### config.mk
export PLATFORM = sky130hd
export DESIGN_NAME = stream_frame_fifo
export DESIGN_NICKNAME = d
export VERILOG_FILES = /design/src/rtl/stream_pkg.sv /design/src/rtl/stream_fifo_mem.sv /design/src/rtl/stream_frame_fifo.sv
export SDC_FILE = /design/constraint.sdc
export NUM_CORES = 1
export LEC_CHECK = 0
export CORE_MARGIN = 1
export CORE_UTILIZATION = 40
export DETAILED_ROUTE_END_ITERATION = 7
export SYNTH_ARGS = -nofsm -noshare
export SYNTH_HDL_FRONTEND = slang
export SYNTH_HIERARCHICAL = 1
export SYNTH_SLANG_ARGS = --single-unit
### constraint.sdc
create_clock -name clk -period 4.95 [get_ports clk]
set_input_delay 0.99 -clock clk [delete_from_list [all_inputs] [get_ports clk]]
set_output_delay 0.99 -clock clk [all_outputs]
set_load 0.03 [all_outputs]
### src/rtl/stream_pkg.sv
// Shared helpers for stencil streams: frame length, flattened stencil width
// and the bit offset of one stencil element inside a flattened beat.
package stream_pkg;

    localparam int FRAMES_W   = 16;
    localparam int ERR_BEAT_W = 32;

    function automatic int calc_beats(input int img0, input int img1, input int img2, input int img3,
                                      input int st0, input int st1, input int st2, input int st3);
        return (img0 / st0) * (img1 / st1) * (img2 / st2) * (img3 / st3);
    endfunction

    function automatic int calc_data_w(input int data_size, input int st0, input int st1,
                                       input int st2, input int st3);
        return data_size * st0 * st1 * st2 * st3;
    endfunction

    // Element [s3][s2][s1][s0] of a flattened stencil, s0 fastest-varying.
    function automatic int stencil_offset(input int data_size, input int st0, input int st1,
                                          input int st2, input int s3, input int s2,
                                          input int s1, input int s0);
        return data_size * (((s3 * st2 + s2) * st1 + s1) * st0 + s0);
    endfunction

endpackage

### src/rtl/stream_fifo_mem.sv
// FIFO storage: one synchronous write port, asynchronous read addressed by
// the registered read pointer of the owner.
module stream_fifo_mem #(
    parameter int DEPTH = 16,
    parameter int WIDTH = 9,
    localparam int AW   = $clog2(DEPTH)
) (
    input  logic             i_clk,
    input  logic             i_we,
    input  logic [AW-1:0]    i_waddr,
    input  logic [WIDTH-1:0] i_wdata,
    input  logic [AW-1:0]    i_raddr,
    output logic [WIDTH-1:0] o_rdata
);

    logic [WIDTH-1:0] r_mem [DEPTH];

    always_ff @(posedge i_clk) begin
        if (i_we) begin
            r_mem[i_waddr] <= i_wdata;
        end
    end

    assign o_rdata = r_mem[i_raddr];

endmodule

### src/rtl/stream_frame_fifo.sv
// Frame-aware stencil FIFO: buffers beats, regenerates tlast from a beat
// counter, flags the first misplaced source tlast and counts finished frames.
module stream_frame_fifo
    import stream_pkg::*;
#(
    parameter int IMG_EXTENT_0 = 256,
    parameter int IMG_EXTENT_1 = 256,
    parameter int IMG_EXTENT_2 = 1,
    parameter int IMG_EXTENT_3 = 1,
    parameter int ST_EXTENT_0  = 1,
    parameter int ST_EXTENT_1  = 1,
    parameter int ST_EXTENT_2  = 1,
    parameter int ST_EXTENT_3  = 1,
    parameter int DATA_SIZE    = 8,
    parameter int DEPTH        = 16,
    localparam int DATA_W = calc_data_w(DATA_SIZE, ST_EXTENT_0, ST_EXTENT_1, ST_EXTENT_2, ST_EXTENT_3),
    localparam int BEATS  = calc_beats(IMG_EXTENT_0, IMG_EXTENT_1, IMG_EXTENT_2, IMG_EXTENT_3,
                                       ST_EXTENT_0, ST_EXTENT_1, ST_EXTENT_2, ST_EXTENT_3),
    localparam int LVL_W  = $clog2(DEPTH) + 1
) (
    input  logic                  clk,
    input  logic                  reset_n,
    input  logic [DATA_W-1:0]     in_tdata,
    input  logic                  in_tvalid,
    input  logic                  in_tlast,
    output logic                  in_tready,
    output logic [DATA_W-1:0]     out_tdata,
    output logic                  out_tvalid,
    output logic                  out_tlast,
    input  logic                  out_tready,
    output logic                  frame_done,
    output logic [FRAMES_W-1:0]   frames_out,
    output logic                  err_tlast,
    output logic [ERR_BEAT_W-1:0] err_beat,
    output logic [LVL_W-1:0]      level
);

    localparam int AW = $clog2(DEPTH);
    localparam logic [LVL_W-1:0]      FULL_LVL  = LVL_W'(DEPTH);
    localparam logic [ERR_BEAT_W-1:0] LAST_BEAT = ERR_BEAT_W'(BEATS - 1);

    logic [AW-1:0]         r_wptr;
    logic [AW-1:0]         r_rptr;
    logic [LVL_W-1:0]      r_level;
    logic [ERR_BEAT_W-1:0] r_ibeat;
    logic                  r_frame_done;
    logic [FRAMES_W-1:0]   r_frames_out;
    logic                  r_err_tlast;
    logic [ERR_BEAT_W-1:0] r_err_beat;

    logic                  w_ready;
    logic                  w_valid;
    logic                  w_push;
    logic                  w_pop;
    logic                  w_exp_last;
    logic                  w_head_last;
    logic [DATA_W:0]       w_rd_entry;

    // Ready depends only on registered occupancy, so a pop never frees a slot in the same cycle.
    assign w_ready    = reset_n && (r_level < FULL_LVL);
    assign w_valid    = (r_level != '0);
    assign w_push     = in_tvalid && w_ready;
    assign w_pop      = w_valid && out_tready;
    assign w_exp_last = (r_ibeat == LAST_BEAT);

    stream_fifo_mem #(
        .DEPTH (DEPTH),
        .WIDTH (DATA_W + 1)
    ) u_mem (
        .i_clk   (clk),
        .i_we    (w_push),
        .i_waddr (r_wptr),
        .i_wdata ({w_exp_last, in_tdata}),
        .i_raddr (r_rptr),
        .o_rdata (w_rd_entry)
    );

    // Head outputs read as zero while empty so stale storage never leaks out.
    assign w_head_last = w_valid && w_rd_entry[DATA_W];
    assign out_tdata   = w_valid ? w_rd_entry[DATA_W-1:0] : '0;
    assign out_tlast   = w_head_last;
    assign out_tvalid  = w_valid;
    assign in_tready   = w_ready;

    always_ff @(posedge clk or negedge reset_n) begin
        if (!reset_n) begin
            r_wptr  <= '0;
            r_rptr  <= '0;
            r_level <= '0;
            r_ibeat <= '0;
        end else begin
            if (w_push) begin
                r_wptr  <= r_wptr + 1'b1;
                r_ibeat <= w_exp_last ? '0 : r_ibeat + 1'b1;
            end
            if (w_pop) begin
                r_rptr <= r_rptr + 1'b1;
            end
            case ({w_push, w_pop})
                2'b10:   r_level <= r_level + 1'b1;
                2'b01:   r_level <= r_level - 1'b1;
                default: r_level <= r_level;
            endcase
        end
    end

    // Frame completion is driven by the regenerated marker; only the first tlast error is kept.
    always_ff @(posedge clk or negedge reset_n) begin
        if (!reset_n) begin
            r_frame_done <= 1'b0;
            r_frames_out <= '0;
            r_err_tlast  <= 1'b0;
            r_err_beat   <= '0;
        end else begin
            r_frame_done <= w_pop && w_head_last;
            if (w_pop && w_head_last) begin
                r_frames_out <= r_frames_out + 1'b1;
            end
            if (w_push && (in_tlast != w_exp_last) && !r_err_tlast) begin
                r_err_tlast <= 1'b1;
                r_err_beat  <= r_ibeat;
            end
        end
    end

    assign frame_done = r_frame_done;
    assign frames_out = r_frames_out;
    assign err_tlast  = r_err_tlast;
    assign err_beat   = r_err_beat;
    assign level      = r_level;

endmodule
==> results of run 1 <==
-- logic make-up (layout without fill, tap and decap cells) --
family	after synthesis	in the layout	synth area share, %
buffers and inverters	28	141	1.95
adders and majority gates	8	8	1.00
AOI/OAI and AO/OA	37	37	2.61
xor gates and xnor gates	55	55	4.84
DFF	239	239	67.3
and+or+nand+nor	160	160	8.44
muxes	72	72	13.9
-- metal layers --
metal	vias to the layer above	GRT usage, %	wire (µm)
met1	2784	22.0	8770
met2	138	27.4	10100
li1	2460	-	-
met3	34	3.09	1140
met5	-	0	0
met4	0	4.63	502
-- per-stage QoR --
step | std cells | setup WS [ps] | utilization [%] | instance area [µm²] | hold slack, ps
4_1_cts | 1036 | 551 | 48.7 | 11900 | 407
3_5_place_dp | 993 | 1100 | 45.5 | 11100 | 491
5_1_grt | 1036 | 374 | 48.7 | 11900 | 424
2_1_floorplan | 599 | 1560 | - | 9960 | 459
6_report | 1036 | 575 | 48.7 | 11900 | 412
3_3_place_gp | 993 | 1140 | 45.5 | 11100 | 462
-- cell usage after synthesis, types with 6 or more instances --
cell type  instances  share of area (%)
xor2_1            21                1.8
ha_1               8                1.0
clkbuf_1           7               0.26
buf_6              6               0.68
xnor2_1           34                3.0
inv_1              7               0.26
nor2_1            33                1.2
nor3_1             8               0.40
nand3_1           19               0.95
nand2_1           38                1.4
and4_1             6               0.53
mux4_2            21                4.7
a22oi_1           19                1.4
mux2_4            30                4.5
and2_1            14               0.88
nand4_1           15               0.94
mux4_1            15                4.0
edfxtp_1         144                 43
dfrtp_1           95                 24
-- registers in the layout (all words and copies together) (netlist names) --
signal and flops:
r_rptr 4, u_mem/r_mem 144, err_beat 32, frame_done 1, err_tlast 1, level 5
frames_out 16, r_wptr 4, r_ibeat 32
-- power by group --
part / internal, mW / switching (mW) / total, mW
Sequential: 2.28 / 0.227 / 2.51
Clock: 1.07 / 0.708 / 1.78
Combinational: 0.797 / 0.898 / 1.70
-- path summary, 6_finish.rpt --
check / from / endpoint / cells after the start
worst min register to register: frames_out[15] / frames_out[15] / 1
min in group clk: frames_out[15] / frames_out[15] / 1
worst max register to register: level[4] / level[4] / 11
max in group asynchronous: reset_n / r_ibeat[12] / 2
worst max-delay path: r_rptr[0] / out_tdata[6] / 6
worst min-delay path: reset_n / frames_out[4] / 1
-- cell type report --
| class | count | area [µm²] | share of cell area, % |
|---|---|---|---|
| inverters | 7 | 26.3 | 0.221 |
| flip-flops and latches | 239 | 6700 | 56.5 |
| repair buffers | 91 | 876 | 7.38 |
| multi-input cells | 332 | 3080 | 25.9 |
| well taps | 324 | 405 | 3.42 |
| clock buffers | 34 | 689 | 5.81 |
| clock inverters | 9 | 90.1 | 0.759 |
==> summary.txt, run 1 <==
Outcome
  • Status: finished clean

Finish
  • Layout fillers: 2082
  • Layout cells sized above 1: 15.4%
  • Layout net count: 717
  • Layout area overhead: 19.1%
  • Most frequent cells in the layout: edfxtp_1, dfrtp_1, clkdlybuf4s50_1, nand2_1, xnor2_1
  • Antenna diode count: 0
  • Most common cell after layout, fill and taps aside: edfxtp_1

STA
  • Worst slew margin: 23.3%
  • Total Neg Setup Slack: 0 ps
  • Fmax: 0.229 GHz
  • Worst-margin pin slew: 1150 ps
  • Final Hold Fails: 0
  • Unrepaired setup endpoints after global routing: no
  • Fin Clk Skew: 8.52 ps
  • Period minus WS final: 4380 ps
  • Final worst-path cycle share: 88.4%
  • Final Slew Violations: 0
  • Finish-stage setup viols: 0

Synthesis
  • Syn Area/Cell: 16.6 µm²
  • Syn Inst Count: 599
  • Post-Syn Nets: 620
  • Register area share after synthesis: 67.3%
  • Post-synth EDFFs: 144
  • Synth unique cells: 48
  • Synth Warn #: 6
  • Synth Cell Area: 9960 µm²
  • Synth Register Bits: 239
  • Fraction of registers with async set/reset: 39.7%
  • Post-synth top flop: edfxtp_1

Die
  • Initial cell density of the core: 40.8%
  • Core Rows: 57
  • Die Wd: 160 µm
  • Die Height: 160 µm
  • Die ar.: 25500 µm²
  • Top Ports: 79
  • Core area: 24400 µm²

Worst setup path
  • Worst Path Required: 3960 ps
  • CP arrival: 3390 ps
  • CP Max Fanout: 23
  • CP endpoint kind: output port
  • Worst-path cell chain: buf_4 -> mux4_1 -> a22oi_1 -> nand2_1 -> and2_1 -> clkdlybuf4s50_1
  • Max incr delay on CP: 870 ps
  • Crit-path slowest cell: dfrtp_2
  • R2R Setup Slk: 1480 ps
  • CP Launch Type: register
  • Top delay family on crit path: buffers and inverters
  • Critical path type: reg -> out
  • Buf/Inv on CP: 2

Clocking
  • Clk buf depth: 3
  • Sink Count: 239
  • Postcts setup bufs: 0
  • Clock buffers created by TritonCTS: 25
  • # resized after CTS: 0
  • Clk_lat worst skew: 500 ps
  • Count of hold-fix buffers inserted at cts: 0
  • CTS tree: done
  • Reg clk slew, reported paths: 60 ps
  • CTS root buf: clkbuf_16
  • CTS H-tree lvls: 1

Routing
  • Routed WL per cell: 19.8 µm
  • Remaining antenna violation count: 0
  • Initial DRC count: 319
  • DR pass1 iterations: 4
  • Total number of vias: 5416
  • Final WL: 20500 µm
  • Vias per cell: 5.23
  • DRC: 0

Run
  • Maxcap violations: 0

Place
  • PortBufs: 78
  • Placer Congestion: 0.824
  • HPWL after detailed placement: 13500 µm

Global routing
  • Largest net degree at the start of global routing: 70
  • Vias in the first global route: 5746
  • Overflow after GRT: 0
  • First-pass GRT wire length: 32600 µm
  • Antenna violations before repair: 0
  • Tot GR Track Use: 16.4%

Power and ir drop
  • Post-route total power: 5.98 mW
  • Leak Pwr: 4.56 nW
  • Peak VDD IR: 533 µV
  • Pwr per Cell Area: 504 nW/µm²

Min path
  • Worst hold path class: in -> async
Note: power is estimated with default switching activity, not from simulation.
==> run 2: changes to the inputs <==
Settings changed: CTS_CLUSTER_SIZE set to 16, SLEW_MARGIN set to 10.
==> run 2 against run 1 <==
  * Clock power is essentially flat
  * First-iteration DRC count grew 13%
  * Wire length shrank 0.27%
  * Setup slack gained 9.8 ps
  * Combinational power is essentially flat
  * Clock-buffer cell count is the same
  * Global-route usage is the same
  * Flip-flop and latch count is the same
  * Hold slack gained 0.50 ps
  * Fmax grew 0.22%
  * Cell count is the same
  * Largest cell class unchanged
==> summary.txt, run 2 (same netlist as run 1, synthesis figures left out) <==
Outcome
  • Status: finished clean

Die
  • Die Wd: 160 µm (unchanged)
  • Top Ports: 79 (unchanged)
  • Die Height: 160 µm (unchanged)
  • Initial cell density of the core: 40.8% (unchanged)
  • Core area: 24400 µm² (unchanged)
  • Core Rows: 57 (unchanged)
  • Die ar.: 25500 µm² (unchanged)

Finish
  • Most frequent cells in the layout: edfxtp_1, dfrtp_1, clkdlybuf4s50_1, nand2_1, xnor2_1
  • Post-layout util: 48.7% (unchanged)
  • Multi-input gate area: 3080 µm² (unchanged)
  • Layout area overhead: 19.1% (unchanged)
  • Largest register FFs: 144 (unchanged)
  • Register area: 6700 µm² (unchanged)
  • Most flops, register: u_mem/r_mem
  • Most common cell after layout, fill and taps aside: edfxtp_1
  • Layout net count: 717 (unchanged)
  • Layout cells sized above 1: 15.4% (unchanged)
  • Layout fillers: 2082 (unchanged)
  • Antenna diode count: 0 (unchanged)

Run
  • Maxcap violations: 0 (unchanged)

Worst setup path
  • R2R Setup Slk: 1490 ps (about the same)
  • R2r startpoint: level[4]
  • CP arrival: 3380 ps (about the same)
  • Cells on worst reg2reg path: 11 (unchanged)
  • CP Max Fanout: 23 (unchanged)
  • CP Launch Type: register
  • CP endpoint kind: output port
  • Critical path type: reg -> out
  • Worst Path Required: 3960 ps (about the same)
  • R2r endpoint: level[4]

Clocking
  • Sink Count: 239 (unchanged)
  • CTS root buf: clkbuf_16
  • CTS H-tree lvls: 1 (unchanged)
  • # resized after CTS: 0 (unchanged)
  • Postcts setup bufs: 0 (unchanged)
  • Clk buf depth: 3 (unchanged)
  • Count of hold-fix buffers inserted at cts: 0 (unchanged)
  • CTS tree: done
  • Reg clk slew, reported paths: 60 ps (about the same)
  • Clk_lat worst skew: 500 ps (about the same)
  • Clock buffers created by TritonCTS: 25 (unchanged)

Power and ir drop
  • Sw power: 1.83 mW (about the same)
  • Pwr per Cell Area: 504 nW/µm² (about the same)
  • Post-route total power: 5.98 mW (about the same)
  • Reg power frac: 42.0% (about the same)
  • Clock power frac: 29.7% (about the same)
  • Net Sw Frac: 30.6% (about the same)
  • Peak VDD IR: 532 µV (about the same)
  • Comb power frac: 28.3% (about the same)
  • Leak Pwr: 4.56 nW (unchanged)
  • Internal power: 4.15 mW (about the same)

Place
  • PortBufs: 78 (unchanged)
  • Placer Congestion: 0.824 (unchanged)
  • HPWL after detailed placement: 13500 µm (unchanged)

STA
  • Final Slew Violations: 0 (unchanged)
  • Worst-margin pin slew: 1140 ps (-2.95 ps)
  • Finish-stage setup viols: 0 (unchanged)
  • Final worst-path cycle share: 88.2% (-0.20 points)
  • Period minus WS final: 4370 ps (-9.79 ps)
  • Total Neg Setup Slack: 0 ps (unchanged)
  • Unrepaired setup endpoints after global routing: no
  • Worst slew margin: 23.5% (+0.20 points)
  • Fmax: 0.229 GHz (+0.22%)
  • Final Hold Fails: 0 (unchanged)
  • Hold WS: 413 ps (+0.502 ps)
  • Fin Clk Skew: 8.97 ps (+0.454 ps)

Global routing
  • Largest net degree at the start of global routing: 70 (unchanged)
  • Vias in the first global route: 5746 (unchanged)
  • Overflow after GRT: 0 (unchanged)
  • Antenna violations before repair: 0 (unchanged)
  • First-pass GRT wire length: 32600 µm (unchanged)
  • Tot GR Track Use: 16.4% (unchanged)

Routing
  • Remaining antenna violation count: 0 (unchanged)
  • Total number of vias: 5401 (-0.28%)
  • DR pass1 iterations: 4 (unchanged)
  • Initial DRC count: 362 (+13%)
  • Final WL: 20400 µm (-0.27%)
  • Routed WL per cell: 19.7 µm (-0.27%)
  • Vias per cell: 5.21 (-0.28%)
  • DRC: 0 (unchanged)

Min path
  • Worst hold path class: in -> async
[run 2: cell counts in the layout (fill, tap and decap cells not counted)]
Identical to the previous run, type by type.
[run 2: critical path: stages (launching register included)]
cell and delay, ps:
dfrtp_2 870, buf_4 380, mux4_1 580, a22oi_1 230, nand2_1 80, and2_1 140, clkdlybuf4s50_1 590
[run 2: metal layers]
layer	GRT usage (%)	wire length, µm	part of all wire [%]	up-vias
li1	-	-	-	2461
met1	22.0	8650	42	2774
met3	3.09	1220	6.0	32
met4	4.63	488	2.4	0
met2	27.4	10100	49	134
met5	0	0	0	-
[run 2: final cells by class]
type / instances / share of cell area [%]
Clock buffer: 34 / 5.81
Clock inverter: 9 / 0.759
Inverter: 7 / 0.221
Multi-Input combinational cell: 332 / 25.9
Sequential cell: 239 / 56.5
Tap cell: 324 / 3.42
Timing Repair Buffer: 91 / 7.38
[run 2: how the worst max path moves through the flow]
stage | endpoint | from | slack, ps
finish | out_tdata[6] | r_rptr[0] | 580
global route | out_tdata[2] | r_rptr[0] | 370
CTS | out_tdata[1] | r_rptr[0] | 550
detailed placement | out_tdata[1] | r_rptr[0] | 1100
global placement | out_tdata[1] | r_rptr[0] | 1140
floorplan | level[4] | level[1] | 1560
[run 2: power by group through the flow]
stage	sequential [mW]	combinational (mW)	clock (mW)
finish	2.51	1.70	1.78
global route	2.54	1.82	1.91
CTS	2.51	1.72	1.83
detailed placement	2.55	1.71	0
global placement	2.54	1.69	0
floorplan	2.59	1.10	0
[run 2: stage by stage]
step           instances  cell area, µm²  setup WS [ps]
5_1_grt             1036           11900            374
3_3_place_gp         993           11100           1140
2_1_floorplan        599            9960           1560
3_5_place_dp         993           11100           1100
4_1_cts             1036           11900            551
6_report            1036           11900            584
==> run 3: changes to the inputs <==
Settings changed: CORE_ASPECT_RATIO set to 1.25.
==> run 3 against run 2 <==
  * Sequential share of layout area fell by 0.34 points
  * Cell area rose by 0.60%
  * Largest power group unchanged
  * Via count rose by 2.0%
  * Wire length rose by 3.5%
  * Clock skew rose by 3.8 ps
  * Hold slack got worse by 70 ps
  * Clock-buffer cell count did not move
==> summary.txt, run 3 (same netlist as run 1, synthesis figures left out) <==
Global routing
  • Antenna violations before repair: 0 (unchanged)
  • Tot GR Track Use: 17.4% (+1.0 points)
  • Largest net degree at the start of global routing: 79 (+13%)
  • Overflow after GRT: 0 (unchanged)
  • Vias in the first global route: 5817 (+1.2%)
  • First-pass GRT wire length: 33500 µm (+2.6%)

Clocking
  • CTS tree: done
  • Sink Count: 239 (unchanged)
  • Clock buffers created by TritonCTS: 25 (unchanged)
  • Reg clk slew, reported paths: 60 ps (about the same)
  • CTS H-tree lvls: 1 (unchanged)
  • CTS root buf: clkbuf_16
  • # resized after CTS: 0 (unchanged)
  • Count of hold-fix buffers inserted at cts: 0 (unchanged)
  • Clk buf depth: 3 (unchanged)
  • Clk_lat worst skew: 520 ps (+20 ps)
  • Postcts setup bufs: 0 (unchanged)

Worst setup path
  • CP arrival: 3300 ps (-80 ps)
  • Crit-path slowest cell: dfrtp_2
  • CP Launch Type: register
  • Critical path type: reg -> out
  • Top delay family on crit path: buffers and inverters
  • Worst Path Required: 3960 ps (about the same)
  • R2r endpoint: level[4]
  • CP Max Fanout: 21 (-8.7%)
  • Max incr delay on CP: 790 ps (-80 ps)
  • R2r startpoint: level[1]
  • Cells on worst reg2reg path: 11 (unchanged)
  • Buf/Inv on CP: 2 (unchanged)
  • CP endpoint kind: output port
  • R2R Setup Slk: 1540 ps (+50 ps)
  • Worst-path cell chain: buf_4 -> mux4_1 -> a22oi_1 -> nand2_1 -> and2_1 -> clkdlybuf4s50_1

STA
  • Worst slew margin: 33.4% (+9.9 points)
  • Final Hold Fails: 0 (unchanged)
  • Fin Clk Skew: 12.8 ps (+3.84 ps)
  • Period minus WS final: 4290 ps (-80.0 ps)
  • Final Slew Violations: 0 (unchanged)
  • Fmax: 0.233 GHz (+1.9%)
  • Finish-stage setup viols: 0 (unchanged)
  • Total Neg Setup Slack: 0 ps (unchanged)
  • Unrepaired setup endpoints after global routing: no
  • Final worst-path cycle share: 86.6% (-1.6 points)
  • Worst-margin pin slew: 995 ps (-148 ps)

Die
  • Die Wd: 143 µm (-10%)
  • Core Rows: 64 (+12%)
  • Die ar.: 25500 µm² (about the same)
  • Initial cell density of the core: 40.7% (-0.19 points)
  • Top Ports: 79 (unchanged)
  • Die Height: 178 µm (+12%)
  • Core area: 24500 µm² (+0.46%)

Power and ir drop
  • Net Sw Frac: 31.1% (+0.49 points)
  • Internal power: 4.13 mW (-0.45%)
  • Post-route total power: 6.00 mW (+0.26%)
  • Clock power frac: 29.8% (about the same)
  • Leak Pwr: 4.60 nW (+1.0%)
  • Comb power frac: 27.9% (-0.4 points)
  • Peak VDD IR: 267 µV (-50%)
  • Reg power frac: 42.3% (+0.3 points)
  • Pwr per Cell Area: 502 nW/µm² (-0.34%)
  • Sw power: 1.87 mW (+1.9%)

Finish
  • Layout cells sized above 1: 16.8% (+1.3 points)
  • Layout net count: 725 (+1.1%)
  • Most flops, register: u_mem/r_mem
  • Non-filler cells, final: 1052 (+1.5%)
  • Layout area overhead: 19.9%
  • Post-layout util: 48.7% (+0.067 points)
  • Antenna diode count: 0 (unchanged)
  • Largest register FFs: 144 (unchanged)
  • Layout fillers: 2123 (+2.0%)
  • Most common cell after layout, fill and taps aside: edfxtp_1
  • Most frequent cells in the layout: edfxtp_1, dfrtp_1, clkdlybuf4s50_1, nand2_1, xnor2_1

Routing
  • DRC: 0 (unchanged)
  • Total number of vias: 5507 (+2.0%)
  • Vias per cell: 5.23 (+0.41%)
  • Initial DRC count: 272 (-25%)
  • Routed WL per cell: 20.1 µm (+1.9%)
  • Remaining antenna violation count: 0 (unchanged)
  • Final WL: 21100 µm (+3.5%)
  • DR pass1 iterations: 4 (unchanged)

Place
  • HPWL after detailed placement: 13900 µm (+2.7%)
  • Placed Cells: 1007 (+1.4%)
  • PortBufs: 78 (unchanged)
  • Placer Congestion: 0.763 (-7.4%)

Run
  • Maxcap violations: 0 (unchanged)

Outcome
  • Status: finished clean

Min path
  • Worst hold path class: in -> async
==> run 3: changes by cell type in the layout (fill, tap and decap cells not counted) <==
cell / change
buf_4: +8
clkbuf_1: -1
clkbuf_4: +1
clkinvlp_4: +1
clkbuf_16: +1
inv_4: +1
bufinv_16: -1
clkinv_2: +1
clkbuf_8: -1
==> run 3: power by group through the flow <==
stage	clock network (mW)	logic [mW]	registers, mW
after floorplan	0	1.10	2.59
after global placement	0	1.66	2.57
after detailed placement	0	1.69	2.58
after CTS	1.83	1.69	2.54
after global routing	1.91	1.80	2.57
final	1.79	1.67	2.54
==> run 3: how the worst max path moves through the flow <==
stage	start	end	cells past startpoint
2_1_floorplan	level[1]	level[4]	14
3_3_place_gp	r_rptr[0]	out_tlast	6
3_5_place_dp	r_rptr[0]	out_tlast	6
4_1_cts	r_rptr[0]	out_tlast	6
5_1_grt	r_rptr[0]	out_tlast	6
6_report	r_rptr[0]	out_tlast	6
==> run 3: metal layers <==
layer / track usage (%) / vias to the layer above / share of wire (%)
li1: - / 2487 / -
met5: 0 / - / 0
met1: 22.1 / 2846 / 42
met3: 2.90 / 36 / 4.3
met4: 7.12 / 0 / 3.2
met2: 29.7 / 138 / 50
==> run 3: layout make-up <==
type | count | area [µm²] | area share, %
clock buffer | 34 | 704 | 5.90
clock inverter | 11 | 78.8 | 0.660
sequential | 239 | 6700 | 56.1
multi-input combinational | 332 | 3080 | 25.8
tap | 330 | 413 | 3.46
timing repair buffer | 99 | 936 | 7.84
inverter | 7 | 26.3 | 0.220
==> run 3: through the flow <==
stage / hold slack (ps) / instance area [µm²] / setup WS [ps]
2_1_floorplan: 459 / 9960 / 1560
3_3_place_gp: 467 / 11200 / 1160
3_5_place_dp: 471 / 11200 / 1130
4_1_cts: 333 / 11900 / 589
5_1_grt: 345 / 11900 / 456
6_report: 343 / 11900 / 664
